### src/rtl/alt_vipitc131_mode_update_ctrl.sv
// Frame-aligned mode update controller: captures a mode word on a trigger pulse, applies it
// at the next frame boundary, then holds off for a settle window before accepting the next apply.
module alt_vipitc131_mode_update_ctrl #(
  parameter int unsigned DATA_WIDTH    = 32,
  parameter int unsigned SETTLE_CYCLES = 16,
  parameter int unsigned CNT_WIDTH     = 8
) (
  input  logic                  sync_clock,
  input  logic                  rst_n,
  input  logic                  trigger_in,
  input  logic [DATA_WIDTH-1:0] mode_in,
  input  logic                  frame_end,
  output logic [DATA_WIDTH-1:0] mode_out,
  output logic                  mode_valid,
  output logic                  update_pulse,
  output logic                  busy,
  output logic                  settle_done,
  output logic [CNT_WIDTH-1:0]  merged_count
);

  localparam int unsigned SettleW = (SETTLE_CYCLES > 1) ? $clog2(SETTLE_CYCLES) : 1;
  localparam logic [SettleW-1:0] SettleLoad = SettleW'(SETTLE_CYCLES - 1);

  typedef enum logic [1:0] {StIdle, StPending, StSettle} state_e;

  state_e                state_q;
  logic [DATA_WIDTH-1:0] shadow_q;
  logic                  pend_flag_q;
  logic [SettleW-1:0]    settle_cnt_q;
  logic                  cnt_sat;

  assign cnt_sat = &merged_count;

  always_ff @(posedge sync_clock) begin
    if (!rst_n) begin
      state_q      <= StIdle;
      shadow_q     <= '0;
      pend_flag_q  <= 1'b0;
      settle_cnt_q <= '0;
      mode_out     <= '0;
      mode_valid   <= 1'b0;
      update_pulse <= 1'b0;
      busy         <= 1'b0;
      settle_done  <= 1'b0;
      merged_count <= '0;
    end else begin
      update_pulse <= 1'b0;
      settle_done  <= 1'b0;
      unique case (state_q)
        StIdle: begin
          // frame_end is deliberately ignored here so an apply never uses a same-cycle boundary
          if (trigger_in) begin
            shadow_q <= mode_in;
            state_q  <= StPending;
            busy     <= 1'b1;
          end
        end
        StPending: begin
          if (frame_end) begin
            mode_out     <= trigger_in ? mode_in : shadow_q;
            update_pulse <= 1'b1;
            mode_valid   <= 1'b1;
            settle_cnt_q <= SettleLoad;
            state_q      <= StSettle;
            busy         <= 1'b1;
            if (trigger_in) begin
              shadow_q <= mode_in;
              if (!cnt_sat) merged_count <= merged_count + CNT_WIDTH'(1);
            end
          end else if (trigger_in) begin
            shadow_q <= mode_in;
            if (!cnt_sat) merged_count <= merged_count + CNT_WIDTH'(1);
          end
        end
        StSettle: begin
          if (trigger_in) begin
            shadow_q    <= mode_in;
            pend_flag_q <= 1'b1;
            if (pend_flag_q && !cnt_sat) merged_count <= merged_count + CNT_WIDTH'(1);
          end
          if (settle_cnt_q != '0) begin
            settle_cnt_q <= settle_cnt_q - SettleW'(1);
          end else begin
            settle_done <= 1'b1;
            // Clearing here overrides the set above; a same-cycle trigger still re-arms
            pend_flag_q <= 1'b0;
            if (pend_flag_q || trigger_in) begin
              state_q <= StPending;
              busy    <= 1'b1;
            end else begin
              state_q <= StIdle;
              busy    <= 1'b0;
            end
          end
        end
        default: begin
          state_q <= StIdle;
          busy    <= 1'b0;
        end
      endcase
    end
  end

endmodule
### config.mk
export PLATFORM = sky130hd
export DESIGN_NAME = alt_vipitc131_mode_update_ctrl
export DESIGN_NICKNAME = d
export VERILOG_FILES = /design/src/rtl/alt_vipitc131_mode_update_ctrl.sv
export SDC_FILE = /design/constraint.sdc
export NUM_CORES = 1
export LEC_CHECK = 0
export BUFFER_PORTS_ARGS = -buffer_cell sky130_fd_sc_hd__buf_2
export CORE_UTILIZATION = 48
export DETAILED_ROUTE_END_ITERATION = 8
export GPL_TIMING_DRIVEN = 0
export PLACE_DENSITY_LB_ADDON = 0.08
export SYNTH_ARGS = -nofsm -noshare
export SYNTH_HDL_FRONTEND = slang
export SYNTH_SLANG_ARGS = --single-unit
### constraint.sdc
create_clock -name sync_clock -period 1.5 [get_ports sync_clock]
set_input_delay 0.3 -clock sync_clock [delete_from_list [all_inputs] [get_ports sync_clock]]
set_output_delay 0.3 -clock sync_clock [all_outputs]
set_load 0.1 [all_outputs]
==> out/results.txt, run 1 <==
Syn Area/Cell -> 8.78 sq um
CP delay by family, top -> flip-flops
core area -> 6790 sq um
Max-Cap Viols -> 0
fmax -> 667 MHz
die area -> 7400 sq um
Total Wirelength -> 7.91 mm
DRC Markers -> 0
Via Count -> 2975
Yosys reg bits -> 83
post-placement cell count -> 561
Synth top area share -> 49.0%
die height -> 86.0 microns
syn nets -> 424
Fillers -> 622
H-tree level count -> 3
P_leak -> 1.87 nW
Vias/cell -> 5.15
Ys Warns -> 0
Req. time, crit path -> 1710 ps
unrepaired setup endpoints after global routing -> yes
CP peak stage delay -> 370 ps
IO Count -> 80
Final Cycle Share -> 100%
Clock Tree Buf Depth -> 2
Buffers & Inverters on Critical Path -> 1
synth top area cells -> dfxtp_1 49%, mux2i_1 10%, nand2_1 8.0%
Slowest-stage cell, CP -> dfxtp_4
CTS Hold Bufs -> 0
Post-Syn Instances -> 386
largest net degree at the start of global routing -> 15
cell taking the most area after synthesis -> dfxtp_1
asr flop ratio synth -> 0%
final hold violations -> 0
crit path time final -> 1500 ps
fin cells -> 578
worst-skew pair later-pin latency -> 350 ps
Starting Density -> 49.9%
critical path arrival -> 1710 ps
Synth cell types -> 40
Area Growth Syn to Fin -> 26.3%
clock slew at reported path FFs -> 90 ps
finished layout cell area -> 4280 sq um
Layout Skew -> 13.1 ps
crit-path cells -> ha_4, nand4_1, o221ai_4, buf_6, xor2_1, nor2_1
ys flop type -> dfxtp_1
DRT antenna net count -> 0
Critical Path Source Type -> flop
Seq/Total Area, Yosys -> 49.0%
HP Class -> input pin to flop
final setup vio count -> 0
drt initial violations -> 139
number of port buffers -> 79
Cell Area, Synth -> 3390 sq um
die width -> 86.0 microns
n_diodes -> 0
first-pass GRT wire length -> 13.1 mm
CP Class -> flop to flop
Slew @ Worst Pin -> 671 ps
CTS Buf Count -> 9
Final nets -> 516
Post-synth EDFFs -> 0
antenna violations before repair -> 0
Total Neg Setup Slack -> 0 ps
status -> completed
total global-route track usage -> 22.6%
CP endpoint kind -> flop
Max Slew Vio Count -> 0
CTS tree -> built
Power Density -> 1330 nW/um^2
layout cells sized above 1 -> 30.5%
Power, Total -> 0.00567 W
Overflow after GRT -> 0
clock sink count -> 83
gpl congestion -> 0.837
Slew HR -> 55.3%
Placed Area -> 3940 sq um
row count -> 30
TritonRoute pass-1 iters -> 6
vias in the first global route -> 2793
drt wl/cell -> 13.7 microns
Worst VDD drop -> 691 uV
clk root buf -> clkbuf_8
hpwl dp -> 5.50 mm
critical path fanouts, max -> 8
[final timing paths]
path                                                    from                      endpoint  slack (ps)  depth (start not counted)
worst max-delay path            merged_count[1]$_SDFFE_PN0P_  merged_count[0]$_SDFFE_PN0P_         0.1                          6
worst min-delay path                             mode_in[31]     shadow_q[31]$_SDFFE_PN0P_         190                          3
worst max register to register  merged_count[1]$_SDFFE_PN0P_  merged_count[0]$_SDFFE_PN0P_         0.1                          6
worst min register to register     shadow_q[13]$_SDFFE_PN0P_     shadow_q[13]$_SDFFE_PN0P_         460                          2
[worst reg2reg max path: stages (launching register included)]
cell and delay, ps:
dfxtp_4 370, ha_4 160, nand4_1 180, o221ai_4 330, buf_6 150, xor2_1 140, nor2_1 50
[area by class of cell]
cell class / count / area [sq um] / area share (%)
tap: 96 / 120 / 2.81
multi-input combinational: 268 / 1650 / 38.5
timing repair buffer: 83 / 429 / 10.0
sequential: 83 / 1690 / 39.5
buffer: 27 / 150 / 3.51
clock buffer: 10 / 138 / 3.22
clock inverter: 5 / 85.1 / 1.99
inverter: 6 / 22.5 / 0.526
[cells in the final DEF, fill, tap and decap left out, drive strengths merged, types with 2 or more instances in the layout]
| cell | count |
|---|---|
| o21ai | 4 |
| a21oi | 40 |
| or3 | 3 |
| bufinv | 2 |
| a211oi | 32 |
| mux2i | 35 |
| nand3 | 6 |
| o2111ai | 2 |
| and3 | 2 |
| buf | 92 |
| and2 | 4 |
| dfxtp | 83 |
| ha | 2 |
| clkbuf | 28 |
| nor2 | 44 |
| a311oi | 2 |
| inv | 7 |
| nand2 | 72 |
| nand2b | 2 |
[cell usage after synthesis (2+ instances only)]
cell type	instances
a211oi_1	32
ha_1	2
buf_4	2
clkbuf_1	15
buf_2	10
or3_1	3
a311oi_1	2
nand2_1	72
and3_1	2
nand2b_1	2
a21oi_1	40
mux2i_1	35
o21ai_0	4
nor2_1	44
inv_1	5
o2111ai_1	2
dfxtp_1	83
nand3_1	6
and2_1	4
[cells by family (layout without fill, tap and decap cells)]
logic type | count (synthesis) | in the layout | synth area share (%)
and+or+nand+nor | 141 | 141 | 17.5
AOI/OAI and AO/OA | 88 | 88 | 17.1
DFF | 83 | 83 | 49.0
muxes | 35 | 35 | 10.3
buffers and inverters | 35 | 131 | 4.69
adders and majority gates | 2 | 2 | 0.738
xor gates and xnor gates | 2 | 2 | 0.517
[what timing repair did]
item,in CTS,in global routing
setup buffers,1,3
gates cloned,0,0
pin swaps,3,3
endpoints found under the setup margin,30,71
resized for setup,7,37
[where the power goes]
part	switching [W]	total, W	internal (W)
Combinational	0.00107	0.00143	0.000359
Sequential	0.0000955	0.00245	0.00236
Clock	0.000804	0.00179	0.000983
[metal layers]
layer  up-vias  share of wire (%)  GRT usage, %
li1       1513                  -             -
met1      1391                 46          29.2
met2        58                 48          37.4
met3        13                3.8          4.04
met4         0                2.1          9.39
met5         -                  0             0
[flip-flops by register name, summed over array words and instances, names as in the netlist, 2 cells and up]
name,cells
mode_out,32
shadow_q,32
merged_count,8
settle_cnt_q,4
state_q,2
[stage by stage]
stage                     setup slack [ps]  utilization [%]  hold WS [ps]
after floorplan                      -81.7                -           436
after global placement               -74.5             58.0           441
after detailed placement              -130             58.0           446
after CTS                            -33.1             61.7           175
after global routing                 -86.7             63.0           179
final                                0.125             63.0           186
(Power assumes the default switching activity.)
==> inputs of run 2 (changes only) <==
--- a/config.mk
+++ b/config.mk
@@ -6,6 +6,7 @@
 export NUM_CORES = 1
 export LEC_CHECK = 0
 export BUFFER_PORTS_ARGS = -buffer_cell sky130_fd_sc_hd__buf_2
+export CORE_ASPECT_RATIO = 1.25
 export CORE_UTILIZATION = 48
 export DETAILED_ROUTE_END_ITERATION = 8
 export GPL_TIMING_DRIVEN = 0
==> out/results.txt, run 2 (synthesized netlist as in run 1, its figures left out) <==
vias in the first global route -> 2776 (-0.61%)
Final nets -> 515 (-0.19%)
DRC Markers -> 0 (unchanged)
FF/Latch Area -> 1690 sq um (about the same)
hold_sp -> mode_in[28]
drt initial violations -> 135 (-2.9%)
DRT antenna net count -> 0 (unchanged)
core area -> 6690 sq um (-1.5%)
die height -> 95.9 microns (+12%)
final hold violations -> 0 (unchanged)
Vias/cell -> 5.24 (+1.8%)
Overflow after GRT -> 0 (unchanged)
P_leak -> 1.85 nW (-0.90%)
total global-route track usage -> 22.5% (-0.15 points)
Clock Tree Buf Depth -> 2 (unchanged)
H-tree level count -> 3 (unchanged)
CTS tree -> built
Final Hold Slack -> 194 ps (+8.15 ps)
Max-Cap Viols -> 0 (unchanged)
worst-skew pair later-pin latency -> 350 ps (about the same)
crit path time final -> 1470 ps (-34.5 ps)
Req. time, crit path -> 1200 ps (-510 ps)
Layout Skew -> 10.3 ps (-2.86 ps)
commonest cells after routing, fill and taps aside -> 82 x buf_2, 73 x dfxtp_1, 71 x nand2_1, 44 x nor2_1, 39 x a21oi_1
n_diodes -> 0 (unchanged)
TritonRoute pass-1 iters -> 4 (-2)
crit-path cells -> buf_2
Buffers & Inverters on Critical Path -> 1 (unchanged)
Critical Path Source Type -> flop
die area -> 7400 sq um (about the same)
Area Growth Syn to Fin -> 25.0%
first-pass GRT wire length -> 12.9 mm (-1.6%)
row count -> 33 (+10%)
gpl congestion -> 0.781 (-6.7%)
number of port buffers -> 79 (unchanged)
fmax -> 682 MHz (+2.4%)
Via Count -> 2982 (+0.24%)
critical path fanouts, max -> 5 (-3)
most common cell after layout, fill and taps aside -> buf_2
die width -> 77.1 microns (-10%)
biggest regs -> mode_out: 32 flops, shadow_q: 32 flops, merged_count: 8 flops
Starting Density -> 50.7% (+0.78 points)
Worst setup startpoint -> merged_count[0]$_SDFFE_PN0P_
CP peak stage delay -> 430 ps (+60 ps)
Worst VDD drop -> 791 uV (+15%)
antenna violations before repair -> 0 (unchanged)
critical path arrival -> 1170 ps (-540 ps)
Max Slew Vio Count -> 0 (unchanged)
HP Class -> input pin to flop
IO Count -> 80 (unchanged)
CTS Buf Count -> 9 (unchanged)
CP delay by family, top -> buffers and inverters
final core utilization -> 63.3% (+0.33 points)
Slew @ Worst Pin -> 641 ps (-29.8 ps)
largest net degree at the start of global routing -> 15 (unchanged)
footprint of the multi-input gates -> 1640 sq um (-0.46%)
CTS Hold Bufs -> 0 (unchanged)
drt wl/cell -> 14.0 microns (+2.6%)
layout cells sized above 1 -> 29.5% (-1.0 points)
Slew HR -> 57.3% (+2.0 points)
clock sink count -> 83 (unchanged)
Power, Total -> 0.00551 W (-2.9%)
clk root buf -> clkbuf_8
CP Class -> flop to output pin
Final Cycle Share -> 97.7% (-2.3 points)
reg-to-reg startpoint -> settle_cnt_q[0]$_SDFFE_PN0P_
clock slew at reported path FFs -> 90 ps (about the same)
final setup vio count -> 0 (unchanged)
Fillers -> 634 (+1.9%)
Power Density -> 1300 nW/um^2 (-1.9%)
Slowest-stage cell, CP -> buf_2
unrepaired setup endpoints after global routing -> yes
Total Neg Setup Slack -> 0 ps (unchanged)
CP endpoint kind -> output pin
status -> completed
hpwl dp -> 5.56 mm (+1.0%)
Total Wirelength -> 7.99 mm (+1.0%)
## run 2: cell count changes in the layout (fill, tap and decap cells not counted), sizes merged
cell | before | now
buf | 92 | 90
clkinvlp | 1 | 2
clkbuf | 28 | 31
inv | 7 | 6
bufinv | 2 | 1
## run 2: per-stage QoR
| step | cells | setup WS (ps) | cell area, sq um |
|---|---|---|---|
| after floorplan | 386 | -81.7 | 3430 |
| after global placement | 552 | -72.9 | 3930 |
| after detailed placement | 552 | -108 | 3930 |
| after CTS | 569 | 1.08 | 4170 |
| after global routing | 569 | -7.22 | 4230 |
| final | 569 | 34.6 | 4230 |
## run 2: repair_timing
action / 4_1_cts / 5_1_grt
endpoints found under the setup margin: 27 / 74
buffers inserted: 1 / 2
resized for setup: 9 / 29
pin swaps: 1 / 4
## run 2: layout make-up
class,count,share of cell area [%]
multi-input cells,268,38.7
well taps,87,2.57
plain buffers,27,3.55
repair buffers,82,9.99
flip-flops and latches,83,39.8
inverters,6,0.532
clock inverters,4,1.18
clock buffers,12,3.66
## run 2: path summary, 6_finish.rpt
check | to | depth (start not counted) | slack, ps
max | merged_count[0] | 1 | 30
min | shadow_q[28]$_SDFFE_PN0P_ | 3 | 190
max reg2reg | settle_cnt_q[0]$_SDFFE_PN0P_ | 6 | 60
min reg2reg | shadow_q[6]$_SDFFE_PN0P_ | 2 | 450
## run 2: metal layers
metal,GRT usage (%),wire (microns),vias to the layer above
li1,-,-,1516
met1,25.3,3530,1391
met2,41.1,3970,64
met3,5.50,364,11
met4,8.49,121,0
met5,0,0,-
## run 2: power breakdown
group / internal, W / switching [W] / total [W]
logic: 0.000346 / 0.00106 / 0.00141
clock network: 0.000858 / 0.000785 / 0.00164
registers: 0.00236 / 0.0000968 / 0.00245
total: 0.00356 / 0.00195 / 0.00551
